<file path="src/rtl/aes_tx_serializer.sv">
// Block FIFO feeding a MSB-first beat serialiser with valid/ready on both sides.
// Optional even-parity output per beat when AES_TX_PARITY_EN is defined.
module aes_tx_serializer #(
  parameter int BLOCK_W = 128,
  parameter int OUT_W   = 8,
  parameter int DEPTH   = 4
) (
  input  logic                     clk,
  input  logic                     rst,
  input  logic                     in_valid,
  output logic                     in_ready,
  input  logic [BLOCK_W-1:0]       in_data,
  output logic                     out_valid,
  input  logic                     out_ready,
  output logic [OUT_W-1:0]         out_data,
  output logic                     out_last,
  output logic [$clog2(DEPTH):0]   blk_cnt,
  output logic                     busy
`ifdef AES_TX_PARITY_EN
  ,
  output logic                     out_par
`endif
);

  localparam int BEATS = BLOCK_W / OUT_W;
  localparam int AW    = $clog2(DEPTH);
  localparam int CW    = AW + 1;
  localparam int BW    = (BEATS > 1) ? $clog2(BEATS) : 1;
  localparam logic [BW-1:0] LAST_BEAT = BW'(BEATS - 1);
  localparam logic [CW-1:0] FULL_CNT  = CW'(DEPTH);

  typedef enum logic {S_IDLE, S_SEND} state_t;

  state_t               state_q, state_d;
  logic [AW-1:0]        wr_ptr_q, wr_ptr_d;
  logic [AW-1:0]        rd_ptr_q, rd_ptr_d;
  logic [CW-1:0]        cnt_q, cnt_d;
  logic [BLOCK_W-1:0]   shift_q, shift_d;
  logic [BW-1:0]        beat_q, beat_d;
  logic                 vld_q, vld_d;
  logic                 par_q, par_d;
  logic [BLOCK_W-1:0]   mem_q [DEPTH];
  logic                 push, pop, hs;

  assign in_ready  = !rst && (cnt_q != FULL_CNT);
  assign push      = in_valid && in_ready;
  assign hs        = vld_q && out_ready;
  assign out_valid = vld_q;
  assign out_data  = shift_q[BLOCK_W-1 -: OUT_W];
  assign out_last  = (state_q == S_SEND) && (beat_q == LAST_BEAT);
  assign blk_cnt   = cnt_q;
  assign busy      = (cnt_q != '0) || (state_q == S_SEND);
`ifdef AES_TX_PARITY_EN
  assign out_par   = par_q;
`endif

  always_comb begin
    state_d = state_q;
    shift_d = shift_q;
    beat_d  = beat_q;
    vld_d   = vld_q;
    pop     = 1'b0;
    case (state_q)
      S_IDLE: begin
        if (cnt_q != '0) begin
          pop     = 1'b1;
          shift_d = mem_q[rd_ptr_q];
          beat_d  = '0;
          vld_d   = 1'b1;
          state_d = S_SEND;
        end
      end
      S_SEND: begin
        if (hs) begin
          if (beat_q != LAST_BEAT) begin
            shift_d = shift_q << OUT_W;
            beat_d  = beat_q + BW'(1);
          end else if (cnt_q != '0) begin
            // chain straight into the next block so the stream has no bubble
            pop     = 1'b1;
            shift_d = mem_q[rd_ptr_q];
            beat_d  = '0;
          end else begin
            vld_d   = 1'b0;
            state_d = S_IDLE;
          end
        end
      end
      default: state_d = S_IDLE;
    endcase
    wr_ptr_d = wr_ptr_q + AW'(push);
    rd_ptr_d = rd_ptr_q + AW'(pop);
    cnt_d    = cnt_q + CW'(push) - CW'(pop);
    par_d    = ^shift_d[BLOCK_W-1 -: OUT_W];
  end

  always_ff @(posedge clk or posedge rst) begin
    if (rst) begin
      state_q  <= S_IDLE;
      wr_ptr_q <= '0;
      rd_ptr_q <= '0;
      cnt_q    <= '0;
      shift_q  <= '0;
      beat_q   <= '0;
      vld_q    <= 1'b0;
      par_q    <= 1'b0;
    end else begin
      state_q  <= state_d;
      wr_ptr_q <= wr_ptr_d;
      rd_ptr_q <= rd_ptr_d;
      cnt_q    <= cnt_d;
      shift_q  <= shift_d;
      beat_q   <= beat_d;
      vld_q    <= vld_d;
      par_q    <= par_d;
    end
  end

  // block storage needs no reset; pointers and count define what is valid
  always_ff @(posedge clk) begin
    if (push) mem_q[wr_ptr_q] <= in_data;
  end

endmodule
</file>
<file path="config.mk">
export PLATFORM = sky130hd
export DESIGN_NAME = aes_tx_serializer
export DESIGN_NICKNAME = d
export VERILOG_FILES = /design/src/rtl/aes_tx_serializer.sv
export SDC_FILE = /design/constraint.sdc
export NUM_CORES = 1
export LEC_CHECK = 0
export CAP_MARGIN = 10
export CORE_ASPECT_RATIO = 0.9
export CORE_UTILIZATION = 40
export DETAILED_ROUTE_END_ITERATION = 10
export GPL_ROUTABILITY_DRIVEN = 0
export PLACE_DENSITY = 0.63
export SYNTH_ARGS = -nofsm -noshare
export SYNTH_HDL_FRONTEND = slang
export SYNTH_SLANG_ARGS = --single-unit
</file>
<file path="constraint.sdc">
create_clock -name clk -period 14.1 [get_ports clk]
set_clock_uncertainty 0.05 [all_clocks]
set_input_delay 2.82 -clock clk [delete_from_list [all_inputs] [get_ports clk]]
set_output_delay 2.82 -clock clk [all_outputs]
set_load 0.05 [all_outputs]
</file>
# After elaboration in Yosys (flattened, before gate mapping)
# Memories as Yosys holds them, arrays and structs flattened.
# Cells that the tools add are included.
# totals
register_bits	141
ramBits	512
memories	1
# op_classes
n_addsub	5
n_eq_ne	7
mux	22
bitwise_logic	1
n_reduce_logical	8
# memory_table
memory	words	width	read_ports	rd_clocked_by_memory_dff	write_ports	line	source
mem_q	4	128	1	0	1	42	logic [BLOCK_W-1:0] mem_q [DEPTH];
# ops
op	count
2-to-1 mux 128 bit	3
case mux 128 bit (2 select lines)	1
2-to-1 mux 4 bit	3
2-to-1 mux 1 bit	11
case mux 4 bit (2 select lines)	1
!= test 2 bit, second input constant	3
case mux 1 bit (2 select lines)	3
adder 2 x 1 -> 2 bit	2
adder 4 x 1 -> 4 bit, second input constant	1
== test 4 bit, second input constant	1
logical AND 1 bit	4
!= test 4 bit, second input constant	1
AND reduction 4 bit	1
adder 3 x 1 -> 3 bit	1
!= test 3 bit, second input constant	1
nonzero test 3 bit	1
subtractor 3 x 1 -> 3 bit	1
!= test 2 x 1 -> 1 bit, second input constant	1
zero test 1 bit	1
logical OR 1 bit	1
inverter 1 bit	1

# Longest topological paths before layout
# logic_depth
depth_word	6
depth_mapped	12

# Least setup slack after synthesis
# Ideal clock, no wire load.
# synth_path
path_kind	input to register
startpoint	input port rst
endpoint	memory mem_q[1][0] (enable)
arrival_ns	13.236
required_time_ns	13.251
slack_ns	0.015
cell_stages	3
path_buffers	0
cell_sequence	a21oi_1 -> nand2_1 -> nor3b_1
# synth_between
elab_chain_cells	5
# synth_lines
item	line	source
start: declaration	9	input logic rst,
zero test 1 bit (no line)	-	
logical AND 1 bit	45	assign in_ready = !rst && (cnt_q != FULL_CNT);
logical AND 1 bit	46	assign push = in_valid && in_ready;
2-to-1 mux 1 bit	121	if (push) mem_q[wr_ptr_q] <= in_data;
2-to-1 mux 1 bit (not written as such)	121	
end: declaration	42	
# No other way between the ends.

# Worst setup path after layout
# layout_path
startpoint	input port rst
endpoint	output port in_ready
# layout_between
elab_chain_cells	2
# layout_lines
item	line	source
zero test 1 bit (no line)	-	
logical AND 1 bit	45	
end: declaration	11	output logic in_ready,
# No other way between the ends.

==> flow_metrics.env <==
export IMPL_max_freq_mhz=139
export IMPL_dr_pass1_iters=5
export IMPL_met1_usage=0.240
export IMPL_cts_clk_slew_worst_paths_ps=60
export IMPL_synth_fa_ha_area_frac=0.00332
export IMPL_rsz0062_at_grt="false"
export IMPL_vias=12100
export IMPL_overflow=0
export IMPL_power_density_nw_per_um2=193
export IMPL_grt_pass1_vias=12700
export IMPL_r2r_slack_ps=10770
export IMPL_worst_hold_slack_ps=462
export IMPL_ir_drop_mv=0.167
export IMPL_dp_hpwl_mm=29.7
export IMPL_clockRootBuffer="clkbuf_16"
export IMPL_crit_path_start="rst"
export IMPL_post_route_util=0.476
export IMPL_p_int_w=0.00410
export IMPL_synth_area_per_cell_um2=21.2
export IMPL_synth_cells=1175
export IMPL_design_core_area_um2=61300
export IMPL_syn_nets=1313
export IMPL_synth_area_um2=24900
export IMPL_critical_path_peak_fanout=2
export IMPL_postRouteAntennaNets=0
export IMPL_syn_to_final_growth_pct=17.4
export IMPL_synth_compound_area_frac=0.0590
export IMPL_outcome="finished, final reports clean"
export IMPL_routed_wl_mm=52.7
export IMPL_die_x_um=265
export IMPL_switching_share=0.273
export IMPL_ios=147
export IMPL_ys_ff_latch=653
export IMPL_die_h_um=239
export IMPL_pwr_share_seq=0.477
export IMPL_tightest_slew_ps=1090
export IMPL_use_met2=0.268
export IMPL_grt_pass1_wl_mm=80.3
export IMPL_grt_antenna_before_repair=3
export IMPL_crit_type="in -> out"
export IMPL_critPathLaunchType="input port"
export IMPL_rr_worst_depth=5
export IMPL_hold_path_class="reg -> reg"
export IMPL_cp_required_ps=11230
export IMPL_synth_xor_area_share=0.00176
export IMPL_cts_setup_buffers=0
export IMPL_hold_viol_final=0
export IMPL_grt_max_degree=89
export IMPL_initial_core_util=0.406
export IMPL_slew_limit_headroom=0.270
export IMPL_endpoint="in_ready"
export IMPL_synthMuxAreaShare=0.116
export IMPL_cp_data_arrival_time_ps=4330
export IMPL_rr_startpoint="blk_cnt[2]"
export IMPL_ctsHoldBuffers=0
export IMPL_die_area_um2=63200
export IMPL_synth_simple_area_share=0.0380
export IMPL_drc_errors=0
export IMPL_tns_ps=0
export IMPL_combPwrFrac=0.211
export IMPL_leakage_nw=9.55
export IMPL_fin_crit_sh=0.510
export IMPL_via_per_inst=5.59
export IMPL_synthDistinctLibCells=37
export IMPL_use_met3=0.0369
export IMPL_drive_gt1_frac=0.228
export IMPL_yosys_warnings=0
export IMPL_num_rows=86
export IMPL_busiest_layer="met2"
export IMPL_tritoncts="yes"
export IMPL_numCtsBuffers=66
export IMPL_nets=1460
export IMPL_cts_max_path_buffers=3
export IMPL_end_kind="output port"
export IMPL_finalWorstPathRequiredPeriod_ps=7200
export IMPL_wl_per_cell_um=24.3
export IMPL_cts_resized_gates=0
export IMPL_grt_total_usage=0.170
export IMPL_clkSinkCount=653
export IMPL_clock_latency_ps=580
export IMPL_drt_iter0_markers=964
export IMPL_reg2reg_to="shift_q[76]"
export IMPL_cap_violations=0
export IMPL_portBuffers=146
export IMPL_p_clk_frac=0.312
export IMPL_slew_viol_final=0
export IMPL_power_switching_w=0.00154
export IMPL_finalSetupViolCount=0
export IMPL_ys_seq_area_frac=0.760
export IMPL_htreeDepth=3
export IMPL_synth_top_family_by_area="multiplexers"
-- Yosys cell counts, drive strengths merged --
library cell / n / area [um^2]
edfxtp: 512 / 15400
nor3: 2 / 15.0
dfrtp: 141 / 3530
o21ai: 1 / 5.00
o221a: 54 / 608
xnor2: 2 / 17.5
a22oi: 1 / 12.5
a31oi: 2 / 27.5
a221o: 66 / 661
fa: 1 / 20.0
xor2: 3 / 26.3
a21oi: 5 / 25.0
nand3: 3 / 15.0
or3: 54 / 338
mux4: 128 / 2880
and3: 2 / 17.5
a22o: 11 / 96.3
clkbuf: 28 / 106
ha: 5 / 62.6
nor2: 5 / 21.3
a2bb2oi: 1 / 8.76
nand2b: 2 / 12.5
a32oi: 1 / 8.76
inv: 9 / 33.8
nand2: 4 / 15.0
o21a: 1 / 7.51
buf: 62 / 419
a41oi: 1 / 8.76
nor3b: 68 / 510
-- stage by stage --
step,worst slack (ps),total power [W],area [um^2],cells
after global routing,6840,0.00588,29200,2166
after CTS,6890,0.00571,29200,2164
after detailed placement,6890,0.00394,27000,2046
after global placement,6870,0.00392,27000,2046
final,6900,0.00564,29200,2166
after floorplan,15.0,0.00360,24900,1175
-- worst max-delay path: stages --
cell and delay, ps:
clkdlybuf4s50_1 480, a21oi_1 190, clkdlybuf4s50_1 830
-- worst min-delay path by stage --
stage	slack (ps)	start	end	cells after the start
after global routing	470	shift_q[57]	shift_q[57]	1
final	460	shift_q[7]	shift_q[7]	1
after floorplan	420	shift_q[0]	shift_q[0]	1
after global placement	440	shift_q[4]	shift_q[4]	1
after CTS	460	shift_q[7]	shift_q[7]	1
after detailed placement	450	shift_q[7]	shift_q[7]	1
-- placed cells by master, fill, tap and decap left out, types with 2 or more instances in the layout --
cell type        count
nand2_1              4
inv_6                5
dfrtp_4              2
or3_1               54
nor2_1               3
edfxtp_1           512
xor2_1               3
clkdlybuf4s50_1    146
buf_4               23
inv_1                8
bufinv_16            8
o221a_2             54
clkbuf_16           67
a21oi_1              5
nor3b_2              2
nand3_1              3
clkinv_2             8
diode_2              2
a22o_1              10
xnor2_1              2
and3_4               2
clkbuf_1            20
clkbuf_8             5
a221o_1             66
dfrtp_1            139
mux4_2             128
clkinv_1             5
nor3b_1             66
ha_1                 5
-- routing by layer --
layer / wire (um) / vias up
li1: - / 5249
met1: 23500 / 6456
met2: 25400 / 325
met3: 2870 / 73
met4: 967 / 2
met5: 13 / -
-- power by group through the flow --
stage | registers, W | logic, W | clock network (W)
3_3_place_gp | 0.00272 | 0.00120 | 0
4_1_cts | 0.00269 | 0.00122 | 0.00180
6_report | 0.00269 | 0.00119 | 0.00176
2_1_floorplan | 0.00264 | 0.000961 | 0
3_5_place_dp | 0.00273 | 0.00121 | 0
5_1_grt | 0.00273 | 0.00129 | 0.00187
-- area by class of cell --
class                           instances  area, um^2
Antenna cell                            2        5.00
Clock buffer                           92        1820
Clock inverter                         26         343
Fill cell                            5070       32100
Inverter                                9        38.8
Multi-Input combinational cell        423        5470
Sequential cell                       653       18900
Tap cell                              792         991
Timing Repair Buffer                  169        1630
-- registers in the layout (all words and copies together) (netlist names) --
signal	count
rd_ptr_q	2
out_valid	1
mem_q	512
wr_ptr_q	2
blk_cnt	3
shift_q	128
beat_q	4
state_q	1
-- cell families (layout without fill, tap and decap cells) --
kind of cell	Yosys count	in the layout
flops	653	653
compound gates	144	144
simple gates	140	140
mux	128	128
buf+inv	99	296
fa+ha+maj	6	6
xor+xnor	5	5
other cells	0	2
(Power assumes the default switching activity.)
